==> src/rtl/matrix_ls_sequencer.sv <==
// Turns one decoded matrix load/store command into ROWS scratchpad row requests, each handshaked on mhit.
// Optional per-row wait timeout is enabled by defining MATRIX_LS_SEQ_TIMEOUT_EN.
module matrix_ls_sequencer #(
   parameter int ROWS           = 4,
   parameter int ADDR_W         = 32,
   parameter int TIMEOUT_CYCLES = 255
) (
   input  logic                    CLK,
   input  logic                    nRST,
   input  logic                    cmd_valid,
   output logic                    cmd_ready,
   input  logic [1:0]              cmd_ls,
   input  logic [3:0]              cmd_rd,
   input  logic [ADDR_W-1:0]       cmd_base,
   input  logic [10:0]             cmd_imm,
   input  logic [ADDR_W-1:0]       cmd_stride,
   output logic                    sp_req,
   output logic                    sp_write,
   output logic [ADDR_W-1:0]       sp_addr,
   output logic [$clog2(ROWS)-1:0] sp_row,
   output logic [3:0]              sp_mreg,
   input  logic                    mhit,
   output logic                    done,
   output logic [3:0]              done_rd,
   output logic [1:0]              done_ls,
   output logic                    busy,
   output logic                    err
);

   localparam int ROW_W = $clog2(ROWS);

   typedef enum logic [1:0] {
      IDLE  = 2'd0,
      ISSUE = 2'd1,
      DONE  = 2'd2
   } state_t;

   state_t              state, state_nxt;
   logic [1:0]          ls_q;
   logic [3:0]          rd_q;
   logic [ADDR_W-1:0]   stride_q;
   logic [ADDR_W-1:0]   addr_q;
   logic [ROW_W-1:0]    row_q;

   logic                issue;
   logic                accept;
   logic                last_row;
   logic                advance;
   logic                timeout;
   logic [ADDR_W-1:0]   imm_ext;

   assign issue    = (state == ISSUE);
   assign accept   = (state == IDLE) && cmd_valid && ((cmd_ls == 2'b01) || (cmd_ls == 2'b10));
   assign last_row = (row_q == ROW_W'(ROWS - 1));
   assign advance  = issue && mhit && !last_row;
   assign imm_ext  = {{(ADDR_W-11){cmd_imm[10]}}, cmd_imm};

   // NOTE: state registers use non-blocking assignments so every flop samples pre-edge values;
   // the command payload registers are reset too, because they drive done_rd/done_ls directly.
   always_ff @(posedge CLK or negedge nRST) begin
      if (!nRST) begin
         state    <= IDLE;
         ls_q     <= '0;
         rd_q     <= '0;
         stride_q <= '0;
         addr_q   <= '0;
         row_q    <= '0;
      end else begin
         state <= state_nxt;
         if (accept) begin
            ls_q     <= cmd_ls;
            rd_q     <= cmd_rd;
            stride_q <= cmd_stride;
            addr_q   <= cmd_base + imm_ext;
            row_q    <= '0;
         end else if (advance) begin
            row_q  <= row_q + 1'b1;
            addr_q <= addr_q + stride_q;
         end
      end
   end

   // NOTE: next state defaults to the current state first so no path through the case infers a latch.
   always_comb begin
      state_nxt = state;
      case (state)
         IDLE:    if (accept) state_nxt = ISSUE;
         ISSUE: begin
            if (mhit && last_row) state_nxt = DONE;
            else if (timeout)     state_nxt = IDLE;
         end
         DONE:    state_nxt = IDLE;
         default: state_nxt = IDLE;
      endcase
   end

`ifdef MATRIX_LS_SEQ_TIMEOUT_EN
   localparam int WAIT_W = ($clog2(TIMEOUT_CYCLES + 1) > 8) ? $clog2(TIMEOUT_CYCLES + 1) : 8;

   logic [WAIT_W-1:0] wait_q;
   logic              err_q;

   // Timeout fires on the edge where the count would reach TIMEOUT_CYCLES, so sp_req drops right then.
   assign timeout = issue && !mhit && (wait_q == WAIT_W'(TIMEOUT_CYCLES - 1));

   always_ff @(posedge CLK or negedge nRST) begin
      if (!nRST) begin
         wait_q <= '0;
         err_q  <= 1'b0;
      end else begin
         err_q <= timeout;
         if (issue && !mhit && !timeout) wait_q <= wait_q + 1'b1;
         else                            wait_q <= '0;
      end
   end

   assign err = err_q;
`else
   assign timeout = 1'b0;
   assign err     = 1'b0;
`endif

   // cmd_ready is gated by nRST so the interface reads as fully quiet while reset is held.
   assign cmd_ready = nRST && (state == IDLE);
   assign sp_req    = issue;
   assign sp_write  = issue && (ls_q == 2'b10);
   assign sp_addr   = issue ? addr_q : '0;
   assign sp_row    = issue ? row_q  : '0;
   assign sp_mreg   = issue ? rd_q   : '0;
   assign done      = (state == DONE);
   assign done_rd   = rd_q;
   assign done_ls   = ls_q;
   assign busy      = (state != IDLE);

endmodule
==> config.mk <==
export PLATFORM = sky130hd
export DESIGN_NAME = matrix_ls_sequencer
export DESIGN_NICKNAME = d
export VERILOG_FILES = /design/src/rtl/matrix_ls_sequencer.sv
export SDC_FILE = /design/constraint.sdc
export NUM_CORES = 1
export LEC_CHECK = 0
export CAP_MARGIN = 15
export CORE_MARGIN = 1.5
export CORE_UTILIZATION = 28
export CTS_CLUSTER_DIAMETER = 40
export DETAILED_ROUTE_END_ITERATION = 7
export HOLD_SLACK_MARGIN = 0.1
export RECOVER_POWER = 25
export SLEW_MARGIN = 25
export SYNTH_ARGS = -nofsm -noshare
export SYNTH_HDL_FRONTEND = slang
export SYNTH_SLANG_ARGS = --single-unit
==> constraint.sdc <==
create_clock -name CLK -period 3.1 [get_ports CLK]
set_input_delay 0.465 -clock CLK [delete_from_list [all_inputs] [get_ports CLK]]
set_output_delay 0.465 -clock CLK [all_outputs]
set_load 0.05 [all_outputs]
==> flow_results.xml <==
<?xml version="1.0" encoding="UTF-8"?>
<metrics>
  <group name="floorplan">
    <metric name="design.die.area" unit="mm^2">0.0246</metric>
    <metric name="floorplan.die.height" unit="um">157</metric>
    <metric name="dieWidth" unit="um">157</metric>
    <metric name="initial_utilization" unit="">0.284</metric>
    <metric name="design.portCount" unit="">135</metric>
    <metric name="rows" unit="">56</metric>
    <metric name="fp.coreArea" unit="mm^2">0.0233</metric>
  </group>
  <group name="finish">
    <metric name="final_common_cell" unit="">nand2_1</metric>
    <metric name="n_antenna_cell" unit="">0</metric>
    <metric name="layout_common_cells" unit="">nand2_1, clkdlybuf4s50_1, dfrtp_1</metric>
    <metric name="fillCellCount" unit="">2431</metric>
    <metric name="final_layout_size_suffix_gt1_frac" unit="">0.104</metric>
    <metric name="flow.area_growth_from_synthesis" unit="%">35.7</metric>
    <metric name="final_util" unit="">0.386</metric>
    <metric name="layout.cell_area.non_filler" unit="mm^2">0.00900</metric>
    <metric name="layout.nets" unit="">1160</metric>
    <metric name="stdcell_count" unit="">1334</metric>
  </group>
  <group name="clock_tree">
    <metric name="cts.sink_count" unit="">74</metric>
    <metric name="clock_insertion_delay_worst_skew" unit="ns">0.35</metric>
    <metric name="clkSlewWorstSetupHoldPaths" unit="ns">0.07</metric>
    <metric name="cts_htree_levels" unit="">3</metric>
    <metric name="cts_root_buffer" unit="">clkbuf_16</metric>
    <metric name="cts_buffer_depth" unit="">2</metric>
    <metric name="post_cts_setup_buffer_count" unit="">0</metric>
    <metric name="tritoncts" unit="">done</metric>
    <metric name="cts_made_buffers" unit="">9</metric>
  </group>
  <group name="hold_path">
    <metric name="hold_path.startpoint" unit="">stride_q[17]</metric>
    <metric name="worstHoldPathCells" unit="">2</metric>
    <metric name="min_to" unit="">stride_q[17]</metric>
    <metric name="hp-class" unit="">flop to flop</metric>
  </group>
  <group name="setup_path">
    <metric name="reg2reg_slack" unit="ns">0.15</metric>
    <metric name="cell_at_the_slowest_stage_of_the_critical_path" unit="">fa_1</metric>
    <metric name="worst_setup_path_end_kind" unit="">flop</metric>
    <metric name="criticalPathCategory" unit="">flop to flop</metric>
    <metric name="timing.critical_path.arrival" unit="ns">3.20</metric>
    <metric name="worst_r2r_startpoint" unit="">stride_q[0]</metric>
    <metric name="crit_chain" unit="">ha_1 &gt; fa_1 &gt; a21o_1 &gt; a21o_2 &gt; a31oi_2 &gt; o31a_1 &gt; a21oi_4 &gt; o21ai_4 &gt; o211ai_2 &gt; xnor2_1 &gt; a211oi_1</metric>
    <metric name="crit_required" unit="ns">3.36</metric>
    <metric name="crit_path_max_incr_delay" unit="ns">0.41</metric>
    <metric name="worst_flop_to_flop_path_endpoint" unit="">addr_q[26]</metric>
    <metric name="start_kind" unit="">flop</metric>
    <metric name="path_max_fanout" unit="">6</metric>
    <metric name="r2r.worst_path.cells" unit="">11</metric>
  </group>
  <group name="timing">
    <metric name="final_period_minus_worst_setup_slack" unit="ns">2.95</metric>
    <metric name="rsz0062_at_grt" unit="">false</metric>
    <metric name="fin_worst_skew" unit="ns">0.00865</metric>
    <metric name="final-hold-violation-count" unit="">0</metric>
    <metric name="worst_pin_slew" unit="ns">1.55</metric>
    <metric name="totalNegativeSetupSlack" unit="ns">0</metric>
    <metric name="fin_max_slew_vios" unit="">67</metric>
    <metric name="post-route-period-util" unit="">0.951</metric>
    <metric name="final-setup-viol-count" unit="">0</metric>
    <metric name="final_hold_slack" unit="ns">0.484</metric>
    <metric name="max_slew_margin" unit="">-0.0339</metric>
    <metric name="timing.final.ws_setup" unit="ns">0.152</metric>
    <metric name="maxClockFrequency" unit="MHz">339</metric>
  </group>
  <group name="drt">
    <metric name="iter_0_drt_violations" unit="">406</metric>
    <metric name="drc_errors" unit="">0</metric>
    <metric name="detail_route.wl_per_cell" unit="um">15.3</metric>
    <metric name="drt.antenna.violating_nets" unit="">0</metric>
    <metric name="avgViaCountPerCell" unit="">4.96</metric>
    <metric name="total_iterations_of_the_first_detailed_routing_run" unit="">5</metric>
    <metric name="detailroute.via_count" unit="">6621</metric>
    <metric name="routed_wirelength" unit="um">20400</metric>
  </group>
  <group name="yosys">
    <metric name="synth_edf_count" unit="">0</metric>
    <metric name="syn_avg_cell_area" unit="um^2">7.93</metric>
    <metric name="yosys_most_used_dff" unit="">dfrtp_1</metric>
    <metric name="number_of_synthesized_register_bits" unit="">74</metric>
    <metric name="yosys_warnings" unit="">0</metric>
    <metric name="yosys.cell_types.count" unit="">67</metric>
    <metric name="synth_nets" unit="">986</metric>
    <metric name="synth-seq-area-share" unit="">0.279</metric>
    <metric name="postSynthCellCount" unit="">836</metric>
    <metric name="postSynth.asyncResetShare" unit="">1.00</metric>
    <metric name="ys_top_cells_by_area" unit="">dfrtp_1, ha_1, nand2_1</metric>
    <metric name="yosys.area.top_type_share" unit="">0.279</metric>
    <metric name="synth_area" unit="mm^2">0.00663</metric>
    <metric name="synth_largest_area_cell" unit="">dfrtp_1</metric>
  </group>
  <group name="place">
    <metric name="post-dp-hpwl" unit="um">15800</metric>
    <metric name="place.gp.congestion" unit="">0.872</metric>
    <metric name="dpl_cell_area" unit="mm^2">0.00870</metric>
    <metric name="placed_cells_incl_taps" unit="">1317</metric>
    <metric name="port-buffer-count" unit="">133</metric>
    <metric name="dp_slack" unit="ns">-0.200</metric>
  </group>
  <group name="power_and_ir_drop">
    <metric name="power_total" unit="mW">10.2</metric>
    <metric name="power.static_leakage" unit="nW">4.06</metric>
    <metric name="power_density" unit="mW/mm^2">1130</metric>
    <metric name="irDropWorstVdd" unit="mV">0.635</metric>
  </group>
  <group name="run_status">
    <metric name="failed_checks" unit="">max-capacitance violations, max-slew violations</metric>
    <metric name="run_status" unit="">complete, but fails checks</metric>
  </group>
  <group name="global_route">
    <metric name="first_pass_grt_wire_length" unit="um">33300</metric>
    <metric name="grt_pass1_vias" unit="">6641</metric>
    <metric name="antenna_violations_before_repair" unit="">0</metric>
    <metric name="groute.usage.overall" unit="">0.171</metric>
    <metric name="grt_max_degree" unit="">67</metric>
    <metric name="global_route.overflow_total" unit="">0</metric>
  </group>
  <group name="run">
    <metric name="timing.max_cap.violations" unit="">1</metric>
  </group>
</metrics>
cells in the mapped netlist, types with 5 or more instances:
master,n
o211ai_1,11
nand2b_1,11
nor2b_1,5
buf_2,5
and2_1,43
nand2_1,170
inv_1,17
o21bai_1,11
nor2_1,36
or3_1,6
a21o_1,31
clkbuf_1,21
a31oi_1,14
a211oi_1,13
o21ai_0,40
nand4_1,11
nor3_1,17
mux2i_1,6
xnor2_1,25
dfrtp_1,74
a21oi_1,66
ha_1,63
o21a_1,7
xor2_1,22
o22ai_1,13
and3_1,10
nand3_1,22
sequential cells by signal (all words and copies together) (netlist names):
register / count
stride_q: 32
state: 2
done_ls: 2
row_q: 2
addr_q: 32
done_rd: 4
cell type report:
cell class / instances / area [um^2] / share of cell area
Inverter: 17 / 63.8 / 0.00709
Multi-Input combinational cell: 712 / 4590 / 0.510
Sequential cell: 74 / 1850 / 0.206
Clock inverter: 5 / 37.5 / 0.00417
Timing Repair Buffer: 196 / 1810 / 0.201
Tap cell: 319 / 399 / 0.0443
Clock buffer: 11 / 253 / 0.0281
timing repair:
action | 4_1_cts | 5_1_grt
hold buffers | 1 | 0
gates resized for setup | 0 | 2
endpoints found under the setup margin | 0 | 4
endpoints found under the hold margin | 8 | 0
report_power, final:
part           switching [mW]  internal, mW  total [mW]
Sequential              0.382          1.44        1.82
Combinational            4.44          2.88        7.32
Clock                   0.454         0.589        1.04
Total                    5.28          4.91        10.2
metal layers:
metal  global-route usage  part of all wire  vias to the layer above
met5                    0                 0                        -
met4               0.0381             0.011                        0
met3               0.0317             0.056                       21
met2                0.299              0.48                      184
met1                0.217              0.45                     3058
li1                     -                 -                     3358
how the worst max path moves through the flow:
stage / slack [ns] / start / end / depth (start not counted)
3_3_place_gp: -0.18 / cmd_base[0] / addr_q[30] / 13
4_1_cts: 0.06 / stride_q[0] / addr_q[24] / 11
2_1_floorplan: 0.39 / stride_q[0] / addr_q[24] / 11
3_5_place_dp: -0.20 / cmd_base[0] / addr_q[30] / 13
6_report: 0.15 / stride_q[0] / addr_q[26] / 11
5_1_grt: 0.01 / stride_q[0] / addr_q[24] / 11
cells by family after synthesis:
| logic type | count (synthesis) | synth area share |
|---|---|---|
| flops | 74 | 0.279 |
| mux | 7 | 0.0108 |
| buf+inv | 50 | 0.0315 |
| fa+ha+maj | 65 | 0.125 |
| compound gates | 249 | 0.251 |
| xor+xnor | 47 | 0.0621 |
| other cells | 1 | 0.000565 |
| simple gates | 343 | 0.240 |
worst max-delay path, delay by kind of cell, from the launching register on:
family	cells	cell delay [ns]
fa+ha+maj	2	0.65
compound gates	8	1.65
flops	1	0.38
xor+xnor	1	0.16
No activity file was read; power rests on OpenSTA's default activity.
